### src/rtl/rob_tag_ctrl.sv
// rtl/rob_tag_ctrl.sv - ROB tag allocator with in-flight count and branch checkpoint tracking
module rob_tag_ctrl #(
    parameter int ROB_DEPTH = 8,
    parameter int MAX_CKPT  = 4,
    localparam int ROB_W    = $clog2(ROB_DEPTH),
    localparam int CKPT_W   = $clog2(MAX_CKPT + 1)
) (
    input  logic              clk,
    input  logic              rst_n,
    input  logic              flush_i,
    input  logic              recover_i,
    input  logic [ROB_W-1:0]  recover_tag_i,
    input  logic              alloc_fire_i,
    input  logic              alloc_is_br_i,
    input  logic              commit_i,
    input  logic              resolve_i,
    input  logic [ROB_W-1:0]  resolve_tag_i,
    output logic              tag_ok_o,
    output logic [ROB_W-1:0]  rob_tag_o,
    output logic [ROB_W-1:0]  head_tag_o,
    output logic [ROB_W:0]    count_o,
    output logic [CKPT_W-1:0] ckpt_cnt_o
);

    logic [ROB_W-1:0]     head, tail, head_n, tail_n;
    logic [ROB_W:0]       count, count_n;
    logic [ROB_DEPTH-1:0] br_map, br_map_n;
    logic [ROB_W:0]       pop;
    logic [ROB_W-1:0]     rec_dist;
    logic [ROB_W-1:0]     res_dist;
    logic                 full;

    always_comb begin
        pop = '0;
        for (int i = 0; i < ROB_DEPTH; i++) begin
            pop = pop + (ROB_W+1)'(br_map[i]);
        end
    end

    assign ckpt_cnt_o = CKPT_W'(pop);
    assign full       = (count == (ROB_W+1)'(ROB_DEPTH));
    assign tag_ok_o   = !full && (!alloc_is_br_i || ckpt_cnt_o < CKPT_W'(MAX_CKPT))
                        && !flush_i && !recover_i;
    assign rob_tag_o  = tail;
    assign head_tag_o = head;
    assign count_o    = count;

    // Ages are measured as distance from head so comparisons survive the wrap.
    assign rec_dist = recover_tag_i - head;
    assign res_dist = resolve_tag_i - head;

    always_comb begin
        head_n   = head;
        tail_n   = tail;
        count_n  = count;
        br_map_n = br_map;
        if (flush_i) begin
            head_n   = '0;
            tail_n   = '0;
            count_n  = '0;
            br_map_n = '0;
        end else if (recover_i) begin
            tail_n  = recover_tag_i + 1'b1;
            count_n = {1'b0, rec_dist} + 1'b1 - (ROB_W+1)'(commit_i);
            for (int i = 0; i < ROB_DEPTH; i++) begin
                if (ROB_W'(ROB_W'(i) - head) >= rec_dist) begin
                    br_map_n[i] = 1'b0;
                end
            end
            if (resolve_i && res_dist < rec_dist) begin
                br_map_n[resolve_tag_i] = 1'b0;
            end
            if (commit_i) begin
                head_n         = head + 1'b1;
                br_map_n[head] = 1'b0;
            end
        end else begin
            if (alloc_fire_i) begin
                tail_n = tail + 1'b1;
                if (alloc_is_br_i) begin
                    br_map_n[tail] = 1'b1;
                end
            end
            if (commit_i) begin
                head_n         = head + 1'b1;
                br_map_n[head] = 1'b0;
            end
            if (resolve_i) begin
                br_map_n[resolve_tag_i] = 1'b0;
            end
            count_n = count + (ROB_W+1)'(alloc_fire_i) - (ROB_W+1)'(commit_i);
        end
    end

    always_ff @(posedge clk or negedge rst_n) begin
        if (!rst_n) begin
            head   <= '0;
            tail   <= '0;
            count  <= '0;
            br_map <= '0;
        end else begin
            head   <= head_n;
            tail   <= tail_n;
            count  <= count_n;
            br_map <= br_map_n;
        end
    end

`ifndef SYNTHESIS
    a_alloc_ok: assert property (@(posedge clk) disable iff (!rst_n)
        !(alloc_fire_i && !tag_ok_o));
    a_commit_nonempty: assert property (@(posedge clk) disable iff (!rst_n)
        !(commit_i && !flush_i && count == '0));
    a_resolve_live: assert property (@(posedge clk) disable iff (!rst_n)
        !(resolve_i && !flush_i && !recover_i && !br_map[resolve_tag_i]));
    a_recover_range: assert property (@(posedge clk) disable iff (!rst_n)
        !(recover_i && !flush_i && {1'b0, rec_dist} >= count));
`endif

endmodule
### config.mk
export PLATFORM = sky130hd
export DESIGN_NAME = rob_tag_ctrl
export DESIGN_NICKNAME = d
export VERILOG_FILES = /design/src/rtl/rob_tag_ctrl.sv
export SDC_FILE = /design/constraint.sdc
export NUM_CORES = 1
export LEC_CHECK = 0
export CORE_MARGIN = 2
export CORE_UTILIZATION = 45
export CTS_CLUSTER_SIZE = 25
export DETAILED_ROUTE_END_ITERATION = 7
export GPL_TIMING_DRIVEN = 0
export MAX_ROUTING_LAYER = met4
export PLACE_DENSITY = 0.73
export SLEW_MARGIN = 20
export SYNTH_ARGS = -nofsm -noshare
export SYNTH_HDL_FRONTEND = slang
export SYNTH_SLANG_ARGS = --single-unit
### constraint.sdc
create_clock -name clk -period 8.3 [get_ports clk]
set_input_delay 1.66 -clock clk [delete_from_list [all_inputs] [get_ports clk]]
set_output_delay 1.66 -clock clk [all_outputs]
set_load 0.05 [all_outputs]
After elaboration in Yosys (flattened, before gate mapping). Cells that the tools add are included. Widths: inputs -> output; s select.

Flip-flop bits (word level): 18. Latch bits: 0. RAM bits: 0. Bits in read-only memories: 0. Input bits: 14. Output and inout port bits: 14. Word-level logic and storage cells: 117. Memories: 0.

$add $sub $neg: 24. Multipliers: 0. Div/mod/pow operators: 0. $lt $le $gt $ge: 16. Equal/unequal tests: 1. Shift operators: 0. Muxes and demuxes: 51. Bitwise gates (word level): 7. Reduce and logical (&&, ||, !) cells: 14.

Operator list (count): $mux 8 (14); $and 8x8->8 (4); $mux 1 (27); $ge 3x3->1 (8); $not 8->8 (2); $add 3x1->3 (5); $mux 3 (5); $lt 3x4->1 const B (3); $sub 3x3->3 const A (4); $add 3x1->3 const B (3); $demux 1 s3 (3); $ge 3x1->1 const B (3); $mux 4 (2); $or 8x8->8 (1); $sub 4x1->4 (2); $logic_and 1x1->1 (7); $sub 1x3->3 const A (2); $sub 2x3->3 const A (2); $sub 3x3->3 (2); $add 3x1->4 const B (1); $add 4x1->4 (1); $eq 4x4->1 const B (1); $logic_not 1->1 (4); $add 2x1->3 (1); other kinds (6) (6).

Depth between registers and ports, before layout. Gate-level depths: netlist of run 1.

Depth after elaboration: 17. Mapped depth: 11. Depth with buffers taken out: 11.

Worst setup path before layout of run 1. No wires, ideal clock.

Kind: reg2out. From: register br_map[0]. To: output port tag_ok_o. Arrival: 5308 ps. Data required time: 6640 ps. Path slack: 1332 ps. Cell stages (with the launch flop): 10. Buffers on the path: 0. Path through: dfrtp_1 inv_1 fa_1 fa_1 fa_1 inv_1 ha_1 fa_1 xor2_1 a2111oi_0.

Longest elaborated chain between the ends: 12.

Ends and longest elaborated chain: from (decl) (RTL line 27) `logic [ROB_DEPTH-1:0] br_map, br_map_n;`; from (signal assigned) (RTL line 105) `br_map <= br_map_n;`; $add 1x1->2 (RTL line 36) `pop = pop + (ROB_W+1)'(br_map[i]);`; $add 2x1->3 (RTL line 36); $add 3x1->3 (5 in a row) (RTL line 36); net ckpt_cnt_o[2] (RTL line 22) `output logic [CKPT_W-1:0] ckpt_cnt_o`; $lt 3x3->1 (RTL line 42) `assign tag_ok_o = !full && (!alloc_is_br_i || ckpt_cnt_o < CKPT_W'(MAX_CKPT))`; $logic_or 1x1->1 (RTL line 42); $logic_and 1x1->1 (RTL line 42); $logic_and 1x1->1 (2 in a row) (RTL line 43) `&& !flush_i && !recover_i;`; to (decl) (RTL line 18) `output logic tag_ok_o,`.

The timed path passes the listed nets, and every way through them passes these cells.

Worst setup path after layout of run 1.
From: register br_map[1]. To: output port tag_ok_o.

Longest elaborated chain between the ends: 12.

Ends and longest elaborated chain (RTL line): $add 1x1->2 (36); $add 2x1->3 (36); $add 3x1->3 (5 in a row) (36); $lt 3x3->1 (42); $logic_or 1x1->1 (42); $logic_and 1x1->1 (42); $logic_and 1x1->1 (2 in a row) (43).

Every way passes these cells.

==> impl_metrics.yaml, run 1 <==
routing:
  ant_nets: 0
  wirelength_mm: 4.809
  vias: 1681
  wl_per_cell_um: 15.98
  first_pass_iters: 4
  drc_errors: 0
  via_per_inst: 5.585
  dr.first_iter.drc_count: 175
cells_and_area:
  layout-drive-gt1-share_pct: 6.827
  area_growth_pct: 18.57
  fin_nets: 301
  diodes: 0
  final_cell_area_um2: 2341
  fillers: 413
worst_setup_path:
  cp.arrival_ns: 4.25
  crit_type: "reg2out"
  required_ns: 6.64
  cp-start-kind: "flop"
  cp_max_fo: 2
  setup.worst_path.end_class: "output port"
grt:
  grt_antenna_before_repair: 0
  globalRoute.busiestLayer: "met2"
  grt_pass1_wl_mm: 7.941
  grt_pass1_vias: 1574
  grtUsageMet2_pct: 35.64
  grt_max_degree: 19
  grt.total_usage_pct: 21.32
  grt_use_met1_pct: 26.35
  gr-usage-met3_pct: 3.175
  overflow: 0
clocking:
  holdBufCountCts: 0
  ctsLongestPathBuffers: 2
  cts.sinks: 18
  cts_tree: "done"
  cts.repair.resized: 0
  clk_pin_slew_worst_paths_ns: 0.07
  htreeDepth: 1
  root_buffer: "clkbuf_8"
  cts_buffers: 3
  clk_latency_ns: 0.25
  post_cts_buffers: 0
power_and_ir_drop:
  p_per_area_nw_per_um2: 167.1
  power_frac_comb_pct: 56.9
  p_switching_uw: 173.8
  p_int_uw: 217.3
  ir_worst_vdd_v: 0.00006945
  p_clk_share_pct: 16.2
  switching_share_pct: 44.45
  power_leakage_nw: 1.067
  seq_power_share_pct: 26.9
sta:
  clock_skew_ns: 0.0008444
  min_period_ns: 5.907
  fmax_ghz: 0.1693
  worstMarginPinSlew_ns: 0.8818
  fin_crit_sh_pct: 71.16
  max_slew_margin_pct: 41.03
  setup_slack_ns: 2.393
  rsz0062_at_grt: "no"
  tns_ns: 0
  hold_viol_final: 0
  setup_viol: 0
  slew_violations: 0
synth:
  ys_seq_area_share_pct: 22.81
  yosysUniqueCellTypes: 46
  syn_area_um2: 1974
  ys_seq_elements: 18
  async_reset_ff_share_pct: 100.0
  netlist_instances: 220
  synth_edf_count: 0
  ys.flop_type: "dfrtp_1"
  synth_nets: 270
  ys_warn_count: 0
  syn_area_per_cell_um2: 8.975
floorplan:
  io_pins: 28
  rows: 24
  die_area_um2: 4934
  core_um2: 4294
  die_w_um: 70.24
  initial_core_util_pct: 45.98
  die_h_um: 70.24
placed_design:
  dpl-instance-area_um2: 2300
  pre_cts_slack_ns: 2.651
  place_congestion: 0.9107
  port_buffers: 26
  hpwl_mm: 3.824
worst_hold_path:
  hold_path.class: "reg2reg"
outcome:
  status: "finished clean"
flow_run:
  drv_cap: 0
-- placed cells by master (no fill, tap or decap), drive strengths merged, types with 3 or more instances in the layout --
| cell type | count |
|---|---|
| inv | 33 |
| ha | 29 |
| clkdlybuf4s50 | 26 |
| dfrtp | 18 |
| nor2 | 16 |
| nand2 | 14 |
| a21oi | 11 |
| clkbuf | 10 |
| xnor2 | 9 |
| o21ai | 8 |
| a211oi | 7 |
| nand2b | 7 |
| fa | 7 |
| nand3 | 5 |
| nor3 | 5 |
| xor2 | 5 |
| a221oi | 4 |
| mux2i | 3 |
-- state kept, by name, summed over array words and instances (netlist names) --
signal / flops
br_map: 8
rob_tag_o: 3
head_tag_o: 3
count_o: 4
-- synth_stat cells (2+ instances only) --
| master | n | area, um^2 |
|---|---|---|
| a21o_1 | 2 | 15.01 |
| o32ai_1 | 2 | 17.52 |
| maj3_1 | 2 | 20.02 |
| o21ai_0 | 8 | 40.04 |
| ha_1 | 29 | 362.9 |
| buf_2 | 2 | 10.01 |
| mux2_2 | 2 | 22.52 |
| fa_1 | 7 | 140.1 |
| nor3_1 | 5 | 25.02 |
| nor2_1 | 15 | 56.30 |
| a211oi_1 | 7 | 52.55 |
| clkbuf_1 | 7 | 26.28 |
| a221oi_1 | 4 | 35.03 |
| a31oi_1 | 2 | 12.51 |
| xnor2_1 | 8 | 70.07 |
| nand2_1 | 14 | 52.55 |
| dfrtp_1 | 18 | 450.4 |
| xor2_1 | 4 | 35.03 |
| nand2b_1 | 7 | 43.79 |
| a21oi_1 | 11 | 55.05 |
| inv_1 | 33 | 123.9 |
| mux2i_1 | 3 | 30.03 |
| nand3_1 | 5 | 25.02 |
-- metrics by stage --
step	utilization, %	hold slack [ns]	total power, mW	instances
after floorplan	-	0.5542	0.2648	220
after global placement	53.55	0.6110	0.3203	298
after detailed placement	53.55	0.6158	0.3253	298
after CTS	54.52	0.6278	0.3913	301
after global routing	54.52	0.6556	0.4176	301
final	54.52	0.6339	0.3911	301
-- cell families (layout without fill, tap and decap cells) --
| kind of cell | count (synthesis) | count (layout) | synth area share (%) |
|---|---|---|---|
| and+or+nand+nor | 54 | 54 | 13.12 |
| AOI/OAI and AO/OA | 47 | 47 | 18.06 |
| buffers and inverters | 43 | 72 | 8.556 |
| adders and majority gates | 38 | 38 | 26.49 |
| DFF | 18 | 18 | 22.81 |
| xor gates and xnor gates | 15 | 15 | 8.302 |
| muxes | 5 | 5 | 2.662 |
-- worst max-delay path, cell delays in order (launching register included) --
cell and delay [ns]:
dfrtp_1 0.38, inv_1 0.11, fa_1 0.45, fa_1 0.46, fa_1 0.49, inv_1 0.04
ha_1 0.18, fa_1 0.38, xor2_1 0.18, a2111oi_0 0.44, clkdlybuf4s50_1 0.88
-- metal layers --
metal	wire length [um]	vias up
li1	-	812
met1	2084	805
met2	2385	56
met3	245	8
met4	94	0
met5	0	-
-- cell type report --
type,count,area [um^2],area share [%]
multi-input cells,159,1355,57.88
flip-flops and latches,18,450.4,19.24
repair buffers,26,260.3,11.12
inverters,34,132.6,5.665
well taps,52,65.06,2.779
clock buffers,3,41.29,1.764
plain buffers,9,36.28,1.550
-- path summary, 6_finish.rpt --
path / start / to / slack, ns / cells after the start
max: br_map[1] / tag_ok_o / 2.39 / 10
min: br_map[6] / br_map[6] / 0.63 / 2
max reg2reg: head_tag_o[1] / br_map[2] / 5.51 / 9
min reg2reg: br_map[6] / br_map[6] / 0.63 / 2
max in group asynchronous: rst_n / br_map[7] / 5.86 / 1
min in group asynchronous: rst_n / count_o[1] / 1.90 / 1
-- power by group through the flow --
stage                     Sequential (mW)  Combinational (mW)  Clock [mW]
after global placement              0.107               0.214           0
final                               0.105               0.222      0.0634
after floorplan                     0.129               0.136           0
after global routing                0.106               0.245      0.0662
after detailed placement            0.107               0.219           0
after CTS                           0.105               0.223      0.0632
(Power assumes the default switching activity.)
==> inputs of run 2 (changes only) <==
- clock period: 8.3 -> 5.95 ns (I/O delays scaled with it)
==> impl_metrics.yaml, run 2 (same netlist as run 1, synthesis figures left out) <==
outcome:
  status: "finished clean"
clocking:
  cts_buffers: 3
  post_cts_buffers: 0
  holdBufCountCts: 0
  ctsLongestPathBuffers: 2
  cts.repair.resized: 0
  clk_latency_ns: 0.27
  htreeDepth: 1
  clk_pin_slew_worst_paths_ns: 0.08
  cts.sinks: 18
  cts_tree: "done"
  root_buffer: "clkbuf_8"
floorplan:
  core_um2: 4294
  rows: 24
  die_area_um2: 4934
  io_pins: 28
  die_w_um: 70.24
  die_h_um: 70.24
  initial_core_util_pct: 45.98
sta:
  clock_skew_ns: 0.0009936
  hold_viol_final: 0
  rsz0062_at_grt: "no"
  setup_viol: 0
  tns_ns: 0
  worstMarginPinSlew_ns: 0.8912
  max_slew_margin_pct: 40.40
  fmax_ghz: 0.1838
  whs_ns: 0.6211
  slew_violations: 0
  min_period_ns: 5.442
  fin_crit_sh_pct: 91.46
routing:
  dr.first_iter.drc_count: 136
  wl_per_cell_um: 15.73
  vias: 1658
  via_per_inst: 5.490
  ant_nets: 0
  first_pass_iters: 4
  wirelength_mm: 4.751
  drc_errors: 0
worst_setup_path:
  reg2reg_depth: 9
  required_ns: 4.76
  crit_type: "reg2out"
  cp_max_fo: 2
  cp-start-kind: "flop"
  r2r-start: "head_tag_o[1]"
  crit_start: "br_map[1]"
  cpMostUsedCell: "fa_1"
  rrSetupSlack_ns: 3.14
  cpMaxStageDelayCell: "clkdlybuf4s50_1"
  worstReg2RegEnd: "br_map[1]"
  cp.arrival_ns: 4.25
  max_stage_delay_ns: 0.87
  cp_cell_sequence: "inv_1 > fa_1 > fa_1 > fa_1 > inv_1 > ha_1 > fa_1 > xor2_1 > a2111oi_1 > clkdlybuf4s50_1"
  setup.worst_path.end_class: "output port"
cells_and_area:
  layout-drive-gt1-share_pct: 7.200
  regMostFlops: "br_map"
  largest_reg_flops: 8
  layout_commonest_cell: "inv_1"
  area_growth_pct: 19.33
  area.sequential_um2: 450.4
  utilization_pct: 54.87
  fin_nets: 301
  diodes: 0
  mostFrequentLayoutCells: "33 x inv_1, 29 x ha_1, 26 x clkdlybuf4s50_1, 18 x dfrtp_1, 15 x nor2_1"
  multi_input_area_um2: 1356
  fillers: 403
placed_design:
  hpwl_mm: 3.885
  port_buffers: 26
  place_congestion: 0.9423
grt:
  grt_pass1_wl_mm: 7.900
  grt.total_usage_pct: 21.00
  grt_pass1_vias: 1623
  grt_max_degree: 19
  overflow: 0
  grt_antenna_before_repair: 0
worst_hold_path:
  whs_path_depth: 2
  hold_start: "br_map[5]"
  hold_path.class: "reg2reg"
  whs_endpoint: "br_map[5]"
power_and_ir_drop:
  power_leakage_nw: 1.074
  ir_worst_vdd_v: 0.0001598
  p_per_area_nw_per_um2: 237.8
flow_run:
  drv_cap: 0
run 2: final cells by class:
type	instances	area share [%]
sequential	18	19.12
clock buffer	4	2.337
inverter	34	5.629
timing repair buffer	26	11.05
tap	52	2.762
buffer	9	1.540
multi-input combinational	159	57.57
run 2: how the worst max path moves through the flow:
stage / slack [ns] / to
finish: 0.51 / tag_ok_o
CTS: 0.50 / tag_ok_o
global placement: 0.83 / tag_ok_o
detailed placement: 0.79 / tag_ok_o
floorplan: 0.11 / tag_ok_o
global route: 0.38 / tag_ok_o
run 2: routing by layer:
| metal | routed length [um] | up-vias | global-route usage [%] |
|---|---|---|---|
| met5 | 0 | - | - |
| met4 | 33 | 0 | 3.632 |
| met3 | 225 | 4 | 3.175 |
| met2 | 2255 | 47 | 33.65 |
| met1 | 2237 | 792 | 28.70 |
| li1 | - | 815 | - |
run 2: critical path: cells and delay by family (launching register included):
family / cells / cell delay, ns
xor gates and xnor gates: 1 / 0.19
adders and majority gates: 5 / 1.96
DFF: 1 / 0.39
buffers and inverters: 3 / 1.03
AOI/OAI and AO/OA: 1 / 0.41
run 2: power by group:
| group | switching [mW] | internal, mW |
|---|---|---|
| registers | 0.0116 | 0.135 |
| clock network | 0.0504 | 0.0591 |
| logic | 0.182 | 0.122 |
run 2: through the flow:
step | setup slack [ns] | cells | cell area (um^2) | total power [mW]
finish | 0.5082 | 302 | 2356 | 0.5603
global route | 0.3802 | 302 | 2356 | 0.5959
floorplan | 0.1134 | 220 | 1976 | 0.3696
CTS | 0.4995 | 302 | 2356 | 0.5614
detailed placement | 0.7950 | 298 | 2301 | 0.4538
global placement | 0.8274 | 298 | 2301 | 0.4465
==> inputs of run 3 (changes only) <==
- PLACE_DENSITY: 0.73 -> 0.69
- SLEW_MARGIN: 20 -> 10
- TNS_END_PERCENT: unset -> 50
==> impl_metrics.yaml, run 3 (same netlist as run 1, synthesis figures left out) <==
floorplan:
  die_area_um2: 4934
  core_um2: 4294
  die_h_um: 70.24
  rows: 24
  initial_core_util_pct: 45.98
  io_pins: 28
  die_w_um: 70.24
routing:
  dr.first_iter.drc_count: 91
  drc_errors: 0
  via_per_inst: 5.424
  first_pass_iters: 4
  wl_per_cell_um: 15.42
  ant_nets: 0
  wirelength_mm: 4.656
  vias: 1638
sta:
  slew_violations: 0
  rsz0062_at_grt: "no"
  worstMarginPinSlew_ns: 0.8715
  max_slew_margin_pct: 41.72
  min_period_ns: 5.492
  setup_viol: 0
  clock_skew_ns: 0.002033
  tns_ns: 0
  fmax_ghz: 0.1821
  fin_crit_sh_pct: 92.30
  setup_slack_ns: 0.4583
  hold_viol_final: 0
cells_and_area:
  utilization_pct: 54.87
  area_growth_pct: 19.33
  fillers: 404
  layout_commonest_cell: "inv_1"
  largest_reg_flops: 8
  regMostFlops: "br_map"
  diodes: 0
  final_cell_area_um2: 2356
  mostFrequentLayoutCells: "33 x inv_1, 29 x ha_1, 26 x clkdlybuf4s50_1, 18 x dfrtp_1, 15 x nor2_1"
  layout-drive-gt1-share_pct: 7.200
  multi_input_area_um2: 1356
  fin_nets: 301
  area.sequential_um2: 450.4
placed_design:
  hpwl_mm: 3.800
  place_congestion: 0.8994
  pre_cts_slack_ns: 0.7763
  dpl-instance-area_um2: 2301
  port_buffers: 26
power_and_ir_drop:
  p_int_uw: 315.2
  finalPower_uw: 556.1
  power_frac_comb_pct: 54.4
  seq_power_share_pct: 26.4
  ir_worst_vdd_v: 0.0001515
  p_switching_uw: 240.9
  p_clk_share_pct: 19.2
  power_leakage_nw: 1.074
  p_per_area_nw_per_um2: 236.0
  switching_share_pct: 43.33
grt:
  globalRoute.busiestLayer: "met2"
  gr-usage-met3_pct: 3.608
  grt_pass1_vias: 1665
  overflow: 0
  grt_pass1_wl_mm: 7.914
  grt_use_met1_pct: 26.53
  grt_antenna_before_repair: 0
  grtUsageMet2_pct: 35.32
  grt.total_usage_pct: 21.07
  grt_max_degree: 19
worst_setup_path:
  cp-start-kind: "flop"
  reg2reg_depth: 9
  crit_family: "adder cells"
  cpMostUsedCell: "fa_1"
  cpMaxStageDelayCell: "clkdlybuf4s50_1"
  crit_buf_inv: 3
  r2r-start: "head_tag_o[1]"
  cp_cell_sequence: "inv_1 > fa_1 > fa_1 > fa_1 > inv_1 > ha_1 > fa_1 > xor2_1 > a2111oi_1 > clkdlybuf4s50_1"
  worstSetupPathDepth: 10
  setup.worst_path.end_class: "output port"
  worstReg2RegEnd: "br_map[2]"
  cp.arrival_ns: 4.30
  rrSetupSlack_ns: 3.10
  max_stage_delay_ns: 0.89
  crit_type: "reg2out"
  required_ns: 4.76
  cp_max_fo: 2
worst_hold_path:
  whs_endpoint: "br_map[5]"
  hold_path.class: "reg2reg"
  whs_path_depth: 2
  hold_start: "br_map[5]"
clocking:
  htreeDepth: 1
  clk_latency_ns: 0.26
  root_buffer: "clkbuf_8"
  cts.repair.resized: 0
  post_cts_buffers: 0
  ctsLongestPathBuffers: 2
  cts_buffers: 3
  holdBufCountCts: 0
  cts.sinks: 18
  clk_pin_slew_worst_paths_ns: 0.08
  cts_tree: "done"
flow_run:
  drv_cap: 0
outcome:
  status: "finished clean"
[run 3: cell counts in the layout (fill, tap and decap cells not counted)]
No cell type changed its count.
[run 3: metrics by stage]
step | hold WS, ns | std cells
detailed placement | 0.6113 | 298
global placement | 0.6163 | 298
CTS | 0.6259 | 302
finish | 0.6323 | 302
floorplan | 0.5542 | 220
global route | 0.6586 | 302
[run 3: area by class of cell]
type                       instances  share of cell area [%]
multi-input combinational        159                   57.57
sequential                        18                   19.12
timing repair buffer              26                   11.05
inverter                          34                   5.629
tap                               52                   2.762
clock buffer                       4                   2.337
buffer                             9                   1.540
[run 3: worst max-delay path by stage]
stage              start        to  slack [ns]
3_5_place_dp   br_map[1]  tag_ok_o        0.78
5_1_grt        br_map[1]  tag_ok_o        0.36
4_1_cts        br_map[1]  tag_ok_o        0.46
2_1_floorplan  br_map[0]  tag_ok_o        0.11
3_3_place_gp   br_map[1]  tag_ok_o        0.83
6_report       br_map[1]  tag_ok_o        0.46
[run 3: metal layers]
| metal | wire length [um] | vias up | share of wire [%] |
|---|---|---|---|
| li1 | - | 817 | - |
| met1 | 2074 | 776 | 45 |
| met2 | 2320 | 41 | 50 |
| met3 | 220 | 4 | 4.7 |
| met4 | 40 | 0 | 0.86 |
| met5 | 0 | - | 0 |
[run 3: power by group through the flow]
stage	combinational, mW	clock (mW)	sequential [mW]
5_1_grt	0.335	0.114	0.149
2_1_floorplan	0.190	0	0.180
6_report	0.302	0.107	0.147
3_3_place_gp	0.298	0	0.149
3_5_place_dp	0.302	0	0.149
4_1_cts	0.304	0.111	0.147
[run 3: worst register-to-register path: stages, from the launching register on]
cell,delay [ns]
dfrtp_1,0.48
inv_1,0.20
fa_1,0.48
xor2_2,0.23
xnor2_2,0.35
clkinv_4,0.18
ha_1,0.32
nand2b_1,0.07
a31oi_1,0.13
a2111oi_4,0.30
==> edit 1: new RTL, config.mk and constraints of run 3 <==
Set the parameter `ROB_DEPTH` to 16 (it was 8).
--- a/src/rtl/rob_tag_ctrl.sv
+++ b/src/rtl/rob_tag_ctrl.sv
@@ -1,5 +1,5 @@
 // rtl/rob_tag_ctrl.sv - ROB tag allocator with in-flight count and branch checkpoint tracking
 module rob_tag_ctrl #(
-    parameter int ROB_DEPTH = 8,
+    parameter int ROB_DEPTH = 16,
     parameter int MAX_CKPT  = 4,
     localparam int ROB_W    = $clog2(ROB_DEPTH),
Ports: changed (5 resized); port bits go from 28 to 33. No check against the original RTL was run, so the function may have changed too.
==> edit 1 against run 3 <==
Fmax is 0.96% lower; clock skew up 0.0059 ns; via count up 99%; area after synthesis is 82% higher; non-clock buffer count up 10; setup slack worse by 0.054 ns; sequential cell count rose by 11; wire length rose by 120%; design area grew 77%; total power up 69%; global-route usage is 5.1 points higher; critical endpoint is now ckpt_cnt_o[1]; largest cell class unchanged; highest routed layer unchanged.
==> edit 1: results (changes against run 3) <==
Outcome -> complete, no violations
Post-Place Cell Area -> 0.00404 mm2 (+76%)
Half-perimeter wire length after placement -> 8470 um (+120%)
Fillers -> 710 (+76%)
Routed WL -> 10400 um (+120%)
GR Util All Layers -> 26.2% (+5.1 points)
Crit-path max cell delay -> 0.80 ns (-0.09 ns)
Skew final -> 0.00789 ns (+0.00585 ns)
Area of the multi-input gates -> 0.00261 mm2 (+92%)
R2R depth -> 11 (+2)
Static Leak -> 0.00186 uW (+74%)
Number of non-clock inverters -> 55 (+62%)
Clock group share of total power -> 24.5% (+5.3 points)
Comb_multi_in -> 323 (+100%)
Vias -> 3266 (+99%)
CP startpoint -> br_map[11]
Syn nets -> 499 (+85%)
R2R Setup Slk -> 2.25 ns (-0.85 ns)
DR pass1 iterations -> 7 (+3)
Pin count of the biggest net entering global routing -> 30 (+11)
Non-clock buffers -> 45 (+29%)
NetSw -> 403 uW (+67%)
Layout cell share with drive strength beyond 1 -> 5.87% (-1.3 points)
CP Capture Point -> ckpt_cnt_o[1]
CP Data Arrival Time -> 4.36 ns (+0.06 ns)
Reg-to-reg critical path startpoint -> head_tag_o[0]
Worst vdd ir -> 0.168 mV (+11%)
Clock buffers and inverters, area share -> 2.88% (+0.55 points)
Synth Instances -> 420 (+91%)
Sequential area share after synthesis -> 20.2% (-2.6 points)
Hold path endpoint -> br_map[7]
Start point of the worst hold path -> br_map[7]
Vias in the first global route -> 3157 (+90%)
NumNets Final -> 538 (+79%)
Slew @ Worst Pin -> 0.729 ns (-0.143 ns)
Synth cell count leaders -> inv_1, ha_1, nor2_1
CTS Buf Count -> 5 (+2)
Max reg flops -> 16 (+8)
Non-clock buffer share -> 9.10% (-3.5 points)
Placed cells -> 554 (+86%)
CTS HTree Levels -> 2 (+1)
1st-iter DRT viols -> 315 (+250%)
Port-buffer cells -> 32 (+23%)
Routability cong. -> 0.983 (+9.3%)
Via/cell ratio -> 5.81 (+7.1%)
[edit 1: stage by stage]
stage | utilization (%) | power, uW
after floorplan | - | 568
after CTS | 53.8 | 933
after global placement | 52.3 | 692
after global routing | 53.9 | 995
after detailed placement | 52.3 | 705
final | 53.9 | 937
[edit 1: cell families (layout without fill, tap and decap cells)]
logic type,count (synthesis),after routing,synth area share [%]
flip-flops,29,29,20.2
AND/OR/NAND/NOR,112,112,15.2
multiplexers,7,7,2.05
AO/OA/AOI/OAI,99,99,18.9
XOR/XNOR,32,32,8.80
buffers and inverters,68,108,7.38
adder cells (fa/ha/maj),73,73,27.5
[edit 1: per-layer routing]
layer	up-vias	wire, um	global-route usage [%]
met2	120	4850	41.4
met4	0	232	7.48
met5	-	0	-
met1	1562	4790	36.4
li1	1565	-	-
met3	19	578	1.69
[edit 1: power groups by stage]
stage,logic [uW],registers (uW),clock network [uW]
after global routing,524,233,238
after CTS,474,230,229
after detailed placement,471,234,0
final,478,230,230
after floorplan,294,274,0
after global placement,458,234,0
==> edit 2: new RTL, settings of run 3 <==
Made on the original files. Reset style: synchronous (`rst_n`), changed in one clocked block.
--- a/src/rtl/rob_tag_ctrl.sv
+++ b/src/rtl/rob_tag_ctrl.sv
@@ -93,5 +93,5 @@
     end
 
-    always_ff @(posedge clk or negedge rst_n) begin
+    always_ff @(posedge clk) begin
         if (!rst_n) begin
             head   <= '0;
Check against the original RTL: differs if rst_n is asserted again (counterexample within 4 cycles, from zero or initial values and one cycle with rst_n low); with rst_n held inactive, the same outputs for 4 cycles.
==> edit 2 against run 3 <==
Wire length decreased by 1.2%; area after synthesis decreased by 3.5%; utilization increased by 1.8 points; count of clock-buffer cells in the layout unchanged; sequential cell count unchanged; design area decreased by 3.1%; setup slack improved by 0.10 ns; critical path type unchanged; largest cell class unchanged; highest routed layer unchanged.
Power is not compared: it rests on default switching activity, and its combinational part moved more than twofold at a synthesized area within 25%.
==> edit 2: results (changes against run 3) <==
Layout cell share with drive strength beyond 1 -> 4.60% (-2.6 points)
Initial antenna violation count -> 0 (unchanged)
First-pass GRT wire length -> 8020 um (+1.3%)
Crit-path max FO -> 2 (unchanged)
CTS Buf Count -> 3 (unchanged)
Syn nets -> 281 (+4.1%)
Hold_buf cts -> 0 (unchanged)
Routability cong. -> 0.901 (+0.22%)
Via/cell ratio -> 5.50 (+1.3%)
Setup slack at placement -> 0.830 ns (+0.0538 ns)
1st-iter DRT viols -> 135 (+48%)
Asr flop ratio synth -> 0% (-100 points)
Clock Pin Slew Worst Setup and Hold Paths -> 0.08 ns (about the same)
Max reg flops -> 8 (unchanged)
Outcome -> complete, no violations
Routed WL -> 4600 um (-1.2%)
Pin count of the biggest net entering global routing -> 11 (-8)
Slew @ Worst Pin -> 0.505 ns (-0.367 ns)
Reg-to-reg critical path startpoint -> head_tag_o[1]
Start point of the worst hold path -> br_map[1]
GR Util All Layers -> 20.8% (-0.30 points)
Skew final -> 0.00304 ns (+0.00100 ns)
Top FF cell, synth -> dfxtp_1
Synth cell count leaders -> inv_1, ha_1, dfxtp_1, nor2_1
Final setup violation count -> 0 (unchanged)
Vias in the first global route -> 1672 (+0.42%)
Half-perimeter wire length after placement -> 3770 um (-0.88%)
Sequential area share after synthesis -> 18.9% (-3.9 points)
CP startpoint -> br_map[0]
Synth cell types -> 49 (+6.5%)
NumNets Final -> 312 (+3.7%)
Area contributors post-synth -> ha_1, dfxtp_1, fa_1
Worst skew pair latency -> 0.26 ns (about the same)
Most flops, register -> br_map
==> edit 2: final cells by class <==
cell class,count,area [um2],area share (%)
Inverter,34,128,5.59
Sequential cell,18,360,15.8
Timing Repair Buffer,26,260,11.4
Multi-Input combinational cell,169,1370,60.1
Buffer,10,46.3,2.03
Clock buffer,4,55.1,2.41
Tap cell,50,62.6,2.74
==> edit 2: worst reg2reg max path: stages (launching register included) <==
cell      delay, ns
dfxtp_1        0.45
inv_1          0.20
fa_1           0.47
xor2_2         0.28
xnor2_2        0.20
inv_2          0.15
ha_1           0.22
nand2b_1       0.13
a221oi_1       0.24
o211ai_1       0.16
nor3_1         0.15
==> edit 2: power breakdown <==
| group | total, uW | internal, uW | switching [uW] |
|---|---|---|---|
| Clock | 104 | 58.8 | 44.7 |
| Combinational | 127 | 51.8 | 75.1 |
| Sequential | 128 | 124 | 4.13 |
==> edit 2: per-stage QoR <==
step                hold WS, ns  cell area, um2  std cells
detailed placement        0.589            2230        307
CTS                       0.599            2280        311
floorplan                 0.521            1910        231
global placement          0.576            2230        307
finish                    0.597            2280        311
global route              0.608            2280        311
==> edit 2: path summary, 6_finish.rpt <==
check	end	slack, ns	cells after the start
setup / recovery	tag_ok_o	0.56	10
hold / removal	br_map[1]	0.60	2
setup reg to reg	br_map[2]	3.23	10
hold reg to reg	br_map[1]	0.60	2
==> edit 2: kinds of logic (layout without fill, tap and decap cells) <==
logic type / count (synthesis) / count (layout) / synth area share [%]
xor+xnor: 15 / 15 / 7.69
compound gates: 50 / 50 / 18.1
fa+ha+maj: 39 / 39 / 28.2
simple gates: 63 / 63 / 16.9
buf+inv: 44 / 74 / 9.13
mux: 2 / 2 / 1.05
flops: 18 / 18 / 18.9
==> edit 2: routing by layer <==
metal	GRT usage, %	up-vias	share of wire (%)	routed length (um)
met5	-	-	0	0
met1	29.1	780	48	2230
li1	-	867	-	-
met2	32.5	56	44	2040
met4	2.61	0	1.2	53
met3	3.51	6	6.0	276
